===== src/rtl/univ_shift_reg.sv =====
// Universal shift register: load/shift/rotate/hold/clear with a multi-cycle
// shift sequencer that performs one bit per clock for amt steps.
//
// state | meaning
// IDLE  | waiting for start; single-edge ops and the first shift step happen here
// SHIFT | remaining steps counted down in cnt, one step per edge
module univ_shift_reg #(
  parameter int WIDTH = 8,
  parameter int CNT_W = 4
) (
  input  logic             clk,
  input  logic             rst,
  input  logic             start,
  input  logic [2:0]       mode,
  input  logic [CNT_W-1:0] amt,
  input  logic [WIDTH-1:0] din,
  input  logic             sin,
  output logic [WIDTH-1:0] dout,
  output logic             sout,
  output logic             busy,
  output logic             done
);

  localparam logic [2:0] M_LOAD = 3'b000;
  localparam logic [2:0] M_SHL  = 3'b001;
  localparam logic [2:0] M_SHR  = 3'b010;
  localparam logic [2:0] M_SAR  = 3'b011;
  localparam logic [2:0] M_ROL  = 3'b100;
  localparam logic [2:0] M_ROR  = 3'b101;
  localparam logic [2:0] M_HOLD = 3'b110;
  localparam logic [2:0] M_CLR  = 3'b111;

  typedef enum logic {IDLE = 1'b0, SHIFT = 1'b1} state_t;

  state_t           state, state_nxt;
  logic [CNT_W-1:0] cnt, cnt_nxt;
  logic [2:0]       mode_q, mode_nxt;
  logic [WIDTH-1:0] dout_nxt;
  logic             sout_nxt;
  logic             done_nxt;
  logic [2:0]       step_mode;
  logic [WIDTH:0]   step_res;

  // One 1-bit step; result is {exiting bit, new register value}.
  function automatic logic [WIDTH:0] do_step(input logic [2:0] m,
                                             input logic [WIDTH-1:0] d,
                                             input logic s);
    logic [WIDTH:0] r;
    case (m)
      M_SHL:   r = {d[WIDTH-1], d[WIDTH-2:0], s};
      M_SHR:   r = {d[0], s, d[WIDTH-1:1]};
      M_SAR:   r = {d[0], d[WIDTH-1], d[WIDTH-1:1]};
      M_ROL:   r = {d[WIDTH-1], d[WIDTH-2:0], d[WIDTH-1]};
      M_ROR:   r = {d[0], d[0], d[WIDTH-1:1]};
      default: r = {1'b0, d};
    endcase
    return r;
  endfunction

  assign step_mode = (state == SHIFT) ? mode_q : mode;
  assign step_res  = do_step(step_mode, dout, sin);
  assign busy      = (state == SHIFT);

  always_comb begin
    state_nxt = state;
    cnt_nxt   = cnt;
    mode_nxt  = mode_q;
    dout_nxt  = dout;
    sout_nxt  = sout;
    done_nxt  = 1'b0;
    case (state)
      IDLE: begin
        if (start) begin
          case (mode)
            M_LOAD: begin
              dout_nxt = din;
              done_nxt = 1'b1;
            end
            M_HOLD: done_nxt = 1'b1;
            M_CLR: begin
              dout_nxt = '0;
              done_nxt = 1'b1;
            end
            default: begin
              if (amt == CNT_W'(0)) begin
                done_nxt = 1'b1;
              end else begin
                {sout_nxt, dout_nxt} = step_res;
                if (amt == CNT_W'(1)) begin
                  done_nxt = 1'b1;
                end else begin
                  state_nxt = SHIFT;
                  cnt_nxt   = amt - CNT_W'(1);
                  mode_nxt  = mode;
                end
              end
            end
          endcase
        end
      end
      SHIFT: begin
        {sout_nxt, dout_nxt} = step_res;
        cnt_nxt = cnt - CNT_W'(1);
        if (cnt == CNT_W'(1)) begin
          state_nxt = IDLE;
          done_nxt  = 1'b1;
        end
      end
      default: state_nxt = IDLE;
    endcase
  end

  always_ff @(posedge clk) begin
    if (rst) begin
      state  <= IDLE;
      cnt    <= '0;
      mode_q <= '0;
      dout   <= '0;
      sout   <= 1'b0;
      done   <= 1'b0;
    end else begin
      state  <= state_nxt;
      cnt    <= cnt_nxt;
      mode_q <= mode_nxt;
      dout   <= dout_nxt;
      sout   <= sout_nxt;
      done   <= done_nxt;
    end
  end

endmodule


===== config.mk =====
export PLATFORM = sky130hd
export DESIGN_NAME = univ_shift_reg
export DESIGN_NICKNAME = d
export VERILOG_FILES = /design/src/rtl/univ_shift_reg.sv
export SDC_FILE = /design/constraint.sdc
export NUM_CORES = 1
export LEC_CHECK = 0
export ABC_CLOCK_PERIOD_IN_PS = 1600
export BUFFER_PORTS_ARGS = -buffer_cell sky130_fd_sc_hd__buf_2
export CELL_PAD_IN_SITES_DETAIL_PLACEMENT = 0
export CELL_PAD_IN_SITES_GLOBAL_PLACEMENT = 1
export CORE_ASPECT_RATIO = 0.9
export CORE_UTILIZATION = 30
export CTS_CLUSTER_DIAMETER = 60
export DETAILED_ROUTE_END_ITERATION = 8
export PLACE_DENSITY = 0.62
export RECOVER_POWER = 50
export SYNTH_ARGS = -nofsm -noshare
export SYNTH_HDL_FRONTEND = slang
export SYNTH_SLANG_ARGS = --single-unit

===== constraint.sdc =====
create_clock -name clk -period 1.6 [get_ports clk]
set_input_delay 0.32 -clock clk [delete_from_list [all_inputs] [get_ports clk]]
set_output_delay 0.32 -clock clk [all_outputs]
set_load 0.005 [all_outputs]

* Yosys cells after proc, flatten, opt, wreduce, memory -nomap -nowiden
Index checks and enable logic that the tools add are counted.
Word-level totals: input bits 19, register bits after elaboration 18
Operators by class: mux-type cells 27, $add $sub $neg 2, reduce and logical (&&, ||, !) cells 7, bitwise gates (word level) 4, equal/unequal tests 15
Operators by type and width (number):
- one-hot mux 9 bit (5 select lines) | 1
- one-hot mux 8 bit (3 select lines) | 1
- 2-to-1 mux 4 bit | 4
- 2-to-1 mux 8 bit | 2
- one-hot mux 8 bit (2 select lines) | 1
- 2-to-1 mux 1 bit | 13
- == test 3 bit (second input constant) | 4
- inequality test 2 bit (second input constant) | 5
- == test 4 x 1 -> 1 bit (second input constant) | 2
- one-hot mux 4 bit (2 select lines) | 1
- subtractor 4 x 1 -> 4 bit (second input constant) | 2
- == test 3 x 2 -> 1 bit (second input constant) | 2
- one-hot mux 1 bit (2 select lines) | 3
- AND reduction 3 bit | 2
- AND reduction 5 bit | 1
- logical NOT 4 bit | 1
- inequality test 4 x 2 -> 1 bit (second input constant) | 1
- NOT 1 bit | 4
- AND reduction 4 bit | 1
- == test 3 x 1 -> 1 bit (second input constant) | 1
- logical NOT 3 bit | 1
- 2-to-1 mux 3 bit | 1
- OR reduction 3 bit | 1

* Longest topological paths before layout
depth after elaboration 7, depth in mapped cells 8, depth with buffers taken out 7

* Worst setup path after synthesis
No wires, ideal clock.
kind input -> register, start input mode[2], end register cnt[3], slack -0.078 ns, stages 7, data arrival time 1.558 ns, buffers on the path 2, required time 1.480 ns, path through buf_2 or3_1 o2111ai_2 nand2b_1 buf_4 nor2_1 o31a_1
On the way: longest elaborated chain between the ends 4, elaborated cells between the ends (all ways) 6, those cells by class 3 x eq/ne; 3 x reduce/logical
Ends and longest elaborated chain:
- from (decl) | RTL line 14 | input logic [2:0] mode,
- == test 3 bit or logical NOT 3 bit (tied branches) | RTL line 74 | case (mode)
- OR reduction 3 bit (no line) *
- inequality test 2 bit (no line) *
- AND reduction 4 bit (no line) *
- to (signal assigned) | RTL line 123 | cnt <= cnt_nxt;
- to (decl) | RTL line 36 | logic [CNT_W-1:0] cnt, cnt_nxt;
Mark *: on every way between the ends. The rest lies on a longest branch, timed or not. A chain may end at the register's enable or synchronous reset.

* Final worst setup path
start register state, in the netlist busy, end register dout[5]
On the way: longest elaborated chain between the ends 7, elaborated cells between the ends (all ways) 16, those cells by class 8 x eq/ne; 6 x mux; 1 x bitwise; 1 x reduce/logical
Ends and longest elaborated chain:
- from (decl) | RTL line 35 | state_t state, state_nxt;
- from (signal assigned) | RTL line 122 | state <= state_nxt;
- 2-to-1 mux 3 bit | RTL line 60 | assign step_mode = (state == SHIFT) ? mode_q : mode;
- == test 3 bit (tied with other cells) | RTL line 49 | case (m)
- one-hot mux 9 bit (5 select lines) | RTL line 49
- 2-to-1 mux 8 bit | RTL line 85 | if (amt == CNT_W'(0)) begin
- one-hot mux 8 bit (3 select lines) | RTL line 74
- 2-to-1 mux 8 bit | RTL line 73 | if (start) begin
- one-hot mux 8 bit (2 select lines) | RTL line 71 | case (state)
- to (signal assigned) | RTL line 125 | dout <= dout_nxt;
- to (decl) | RTL line 18 | output logic [WIDTH-1:0] dout,
Parallel ways exist; a longest one is shown, timed or not. The select of a mux whose other input is x is not followed.

==> impl_metrics.sql <==
INSERT INTO impl_metrics (metric_group, metric, value, unit) VALUES
('grt', 'grt_start_max_net_pins', '18', ''),
('yosys', 'yosysWarnings', '0', ''),
('yosys', 'dominant_cells_by_area_after_synthesis', 'sky130_fd_sc_hd__dfxtp_1 (27%), sky130_fd_sc_hd__nor2_1 (5.8%), sky130_fd_sc_hd__o221ai_1 (4.5%)', ''),
('layout', 'fraction_of_layout_cells_with_a_size_suffix_above_1', '0.427', ''),
('floorplan', 'dieWidth', '72.8', 'microns'),
('grt', 'grt_overflow_total', '0', ''),
('yosys', 'postSynthAreaPerCell', '8.35', 'sq um'),
('drt', 'first_iter_violations', '59', ''),
('clock_network', 'tritoncts_num_sinks', '18', ''),
('sta', 'finalMaxSlewViolations', '0', ''),
('worst_setup_path', 'launch_point_of_the_worst_reg_to_reg_path', 'busy', ''),
('sta', 'setup_slack', '-0.166', 'ns'),
('floorplan', 'ioPinCount', '30', ''),
('worst_setup_path', 'critPathArrivalTime', '1.88', 'ns'),
('status', 'outcome', 'complete, but fails checks', ''),
('placed_design', 'placedCellCount', '268', ''),
('worst_hold_path', 'hold_path.startpoint', 'din[0]', ''),
('sta', 'finalSetupViolations', '8', ''),
('clock_network', 'tritoncts.num_buffers', '3', ''),
('layout', 'final_cells', '285', ''),
('yosys', 'synth.area.mux_share', '0.0759', ''),
('yosys', 'synth_top_family_by_area', 'compound AO/OA/AOI/OAI gates', ''),
('sta', 'fin_crit', '1.77', 'ns'),
('yosys', 'compound_gate_fraction_of_synth_area', '0.316', ''),
('grt', 'grt_first_pass_wirelength', '6.77', 'mm'),
('sta', 'slew-limit-headroom', '0.590', ''),
('layout', 'nFillCells', '432', ''),
('drt', 'num_vias', '1488', ''),
('yosys', 'syn_inst', '162', ''),
('clock_network', 'worst_skew_pair.late_latency', '0.25', 'ns'),
('clock_network', 'clk_root_buffer_cell', 'sky130_fd_sc_hd__clkbuf_8', ''),
('layout', 'antenna_cells_inserted', '0', ''),
('floorplan', 'die_outline_area', '4780', 'sq um'),
('grt', 'grt_antenna_before_repair', '0', ''),
('placed_design', 'io_buffers', '29', ''),
('worst_hold_path', 'worst_hold_path_type', 'in -> reg', ''),
('yosys', 'syn_area', '1350', 'sq um'),
('yosys', 'synthAdderAreaFrac', '0.0370', ''),
('placed_design', 'place_area', '1750', 'sq um'),
('status', 'failing_checks', 'setup timing', ''),
('sta', 'layout_worst_path_cycle_share', '1.10', ''),
('sta', 'hold_violations', '0', ''),
('placed_design', 'gpl.final_weighted_congestion', '0.835', ''),
('clock_network', 'total_of_hold_buffers_inserted_after_clock_tree_synthesis', '0', ''),
('clock_network', 'cts_tree', 'done', ''),
('drt', 'route.final.wire_length', '4.10', 'mm'),
('yosys', 'synth_enable_flop_cells', '0', ''),
('yosys', 'synth_top_area_frac', '0.266', ''),
('layout', 'final_core_utilization', '0.478', ''),
('drt', 'final_antenna_net_count', '0', ''),
('floorplan', 'die_height', '65.7', 'microns'),
('worst_setup_path', 'crit_path_cell_trace', 'mux2_4 > buf_4 > nor3_4 > a21oi_4 > buf_6 > o221ai_2 > a311oi_1', ''),
('drt', 'post_drt_via_cell_ratio', '5.22', ''),
('yosys', 'synth_xor_xnor_area_share', '0.0194', ''),
('pwr', 'total_power_of_the_final_layout', '1550', 'uW'),
('drt', 'drcViolationCount', '0', ''),
('worst_setup_path', 'worstPathRequired', '1.71', 'ns'),
('yosys', 'synth_flop_cell', 'sky130_fd_sc_hd__dfxtp_1', ''),
('worst_setup_path', 'worstSetupEndpointType', 'flip-flop', ''),
('layout', 'seq_area', '364', 'sq um'),
('drt', 'drt_pre_antenna_iters', '4', ''),
('clock_network', 'longest_clk_path_bufs', '2', ''),
('sta', 'timing_worst_slew_pin_value', '0.614', 'ns'),
('yosys', 'ys_types', '52', ''),
('drt', 'detail_route.wl_per_cell', '14.4', 'microns'),
('layout', 'layout.nets', '250', ''),
('worst_setup_path', 'cp-startpoint', 'busy', ''),
('pwr', 'powerDensity', '771', 'nW/um^2'),
('worst_setup_path', 'critical_path_buf_inv_count', '2', ''),
('yosys', 'async_reset_ff_frac', '0', ''),
('yosys', 'yosys.area_share.simple', '0.207', '');
what timing repair did:
item,in CTS,in global routing
gates cloned,1,0
gates resized for setup,7,23
setup endpoints to repair,9,9
setup buffers,3,11
pin swaps,2,8
cells by family after synthesis:
group | Yosys count
simple gates | 56
compound gates | 53
buf+inv | 20
flops | 18
mux | 8
fa+ha+maj | 4
xor+xnor | 3
power by group:
part           internal [uW]  switching (uW)  leakage [uW]
clock                    167             154     0.0000216
sequential               501            78.6      0.000149
combinational            342             309      0.000659
total                   1010             542      0.000830
cell usage after synthesis (2+ instances only):
cell,count
sky130_fd_sc_hd__a211oi_1,2
sky130_fd_sc_hd__a21oi_1,6
sky130_fd_sc_hd__a311oi_1,6
sky130_fd_sc_hd__a31oi_1,5
sky130_fd_sc_hd__buf_2,3
sky130_fd_sc_hd__buf_6,3
sky130_fd_sc_hd__clkbuf_1,2
sky130_fd_sc_hd__dfxtp_1,18
sky130_fd_sc_hd__ha_1,4
sky130_fd_sc_hd__inv_1,9
sky130_fd_sc_hd__mux2_4,2
sky130_fd_sc_hd__mux2i_1,5
sky130_fd_sc_hd__nand2_1,14
sky130_fd_sc_hd__nand2b_1,2
sky130_fd_sc_hd__nand3_1,3
sky130_fd_sc_hd__nor2_1,21
sky130_fd_sc_hd__nor2b_1,2
sky130_fd_sc_hd__nor3_1,5
sky130_fd_sc_hd__nor3b_1,2
sky130_fd_sc_hd__o21a_1,6
sky130_fd_sc_hd__o21ai_0,4
sky130_fd_sc_hd__o221ai_1,7
sky130_fd_sc_hd__xor2_1,2
cell type report:
| type | count | area share |
|---|---|---|
| multi-input combinational | 125 | 0.505 |
| tap | 60 | 0.0373 |
| timing repair buffer | 68 | 0.235 |
| clock buffer | 3 | 0.0205 |
| inverter | 11 | 0.0211 |
| sequential | 18 | 0.181 |
final timing paths:
check / endpoint / slack, ns / depth (start not counted)
worst min register to register: cnt[2] / 0.49 / 2
worst min-delay path: dout[0] / 0.32 / 3
worst max-delay path: dout[5] / -0.17 / 7
worst max register to register: dout[5] / -0.17 / 7
tightest hold or removal path, delay by kind of cell:
kind            cells  cell delay, ns
compound gates      1            0.07
buf+inv             1            0.09
simple gates        1            0.04
per-layer routing:
layer  vias up  part of all wire  global-route usage
met2        28              0.50               0.307
li1        735                 -                   -
met5         -                 0                   0
met1       723              0.46               0.240
met3         2             0.039              0.0383
met4         0            0.0034              0.0319
layout by cell type (no fill, tap or decap), drive strengths merged, types with 2 or more instances in the layout:
cell	instances
o21ai	4
nor2b	2
xor2	2
dfxtp	18
nand3	3
and2	2
a21oi	8
mux2i	6
a211oi	2
o221ai	7
a31oi	6
nor3	5
o21a	6
clkbuf	9
nor3b	2
inv	10
nand2	14
nor4	2
nor2	21
a311oi	6
mux2	2
nand2b	2
ha	4
buf	62
a22oi	3
through the flow:
step	TNS, ns	setup slack [ns]
finish	-0.969	-0.166
global route	-1.79	-0.234
CTS	-0.762	-0.124
detailed placement	-2.66	-0.265
global placement	-2.03	-0.197
floorplan	-0.0275	-0.0275
registers in the layout (all words and copies together) (netlist names):
register and flops:
sout 1, done 1, busy 1, dout 8, cnt 4, mode_q 3
Note: power is estimated with default switching activity, not from simulation.
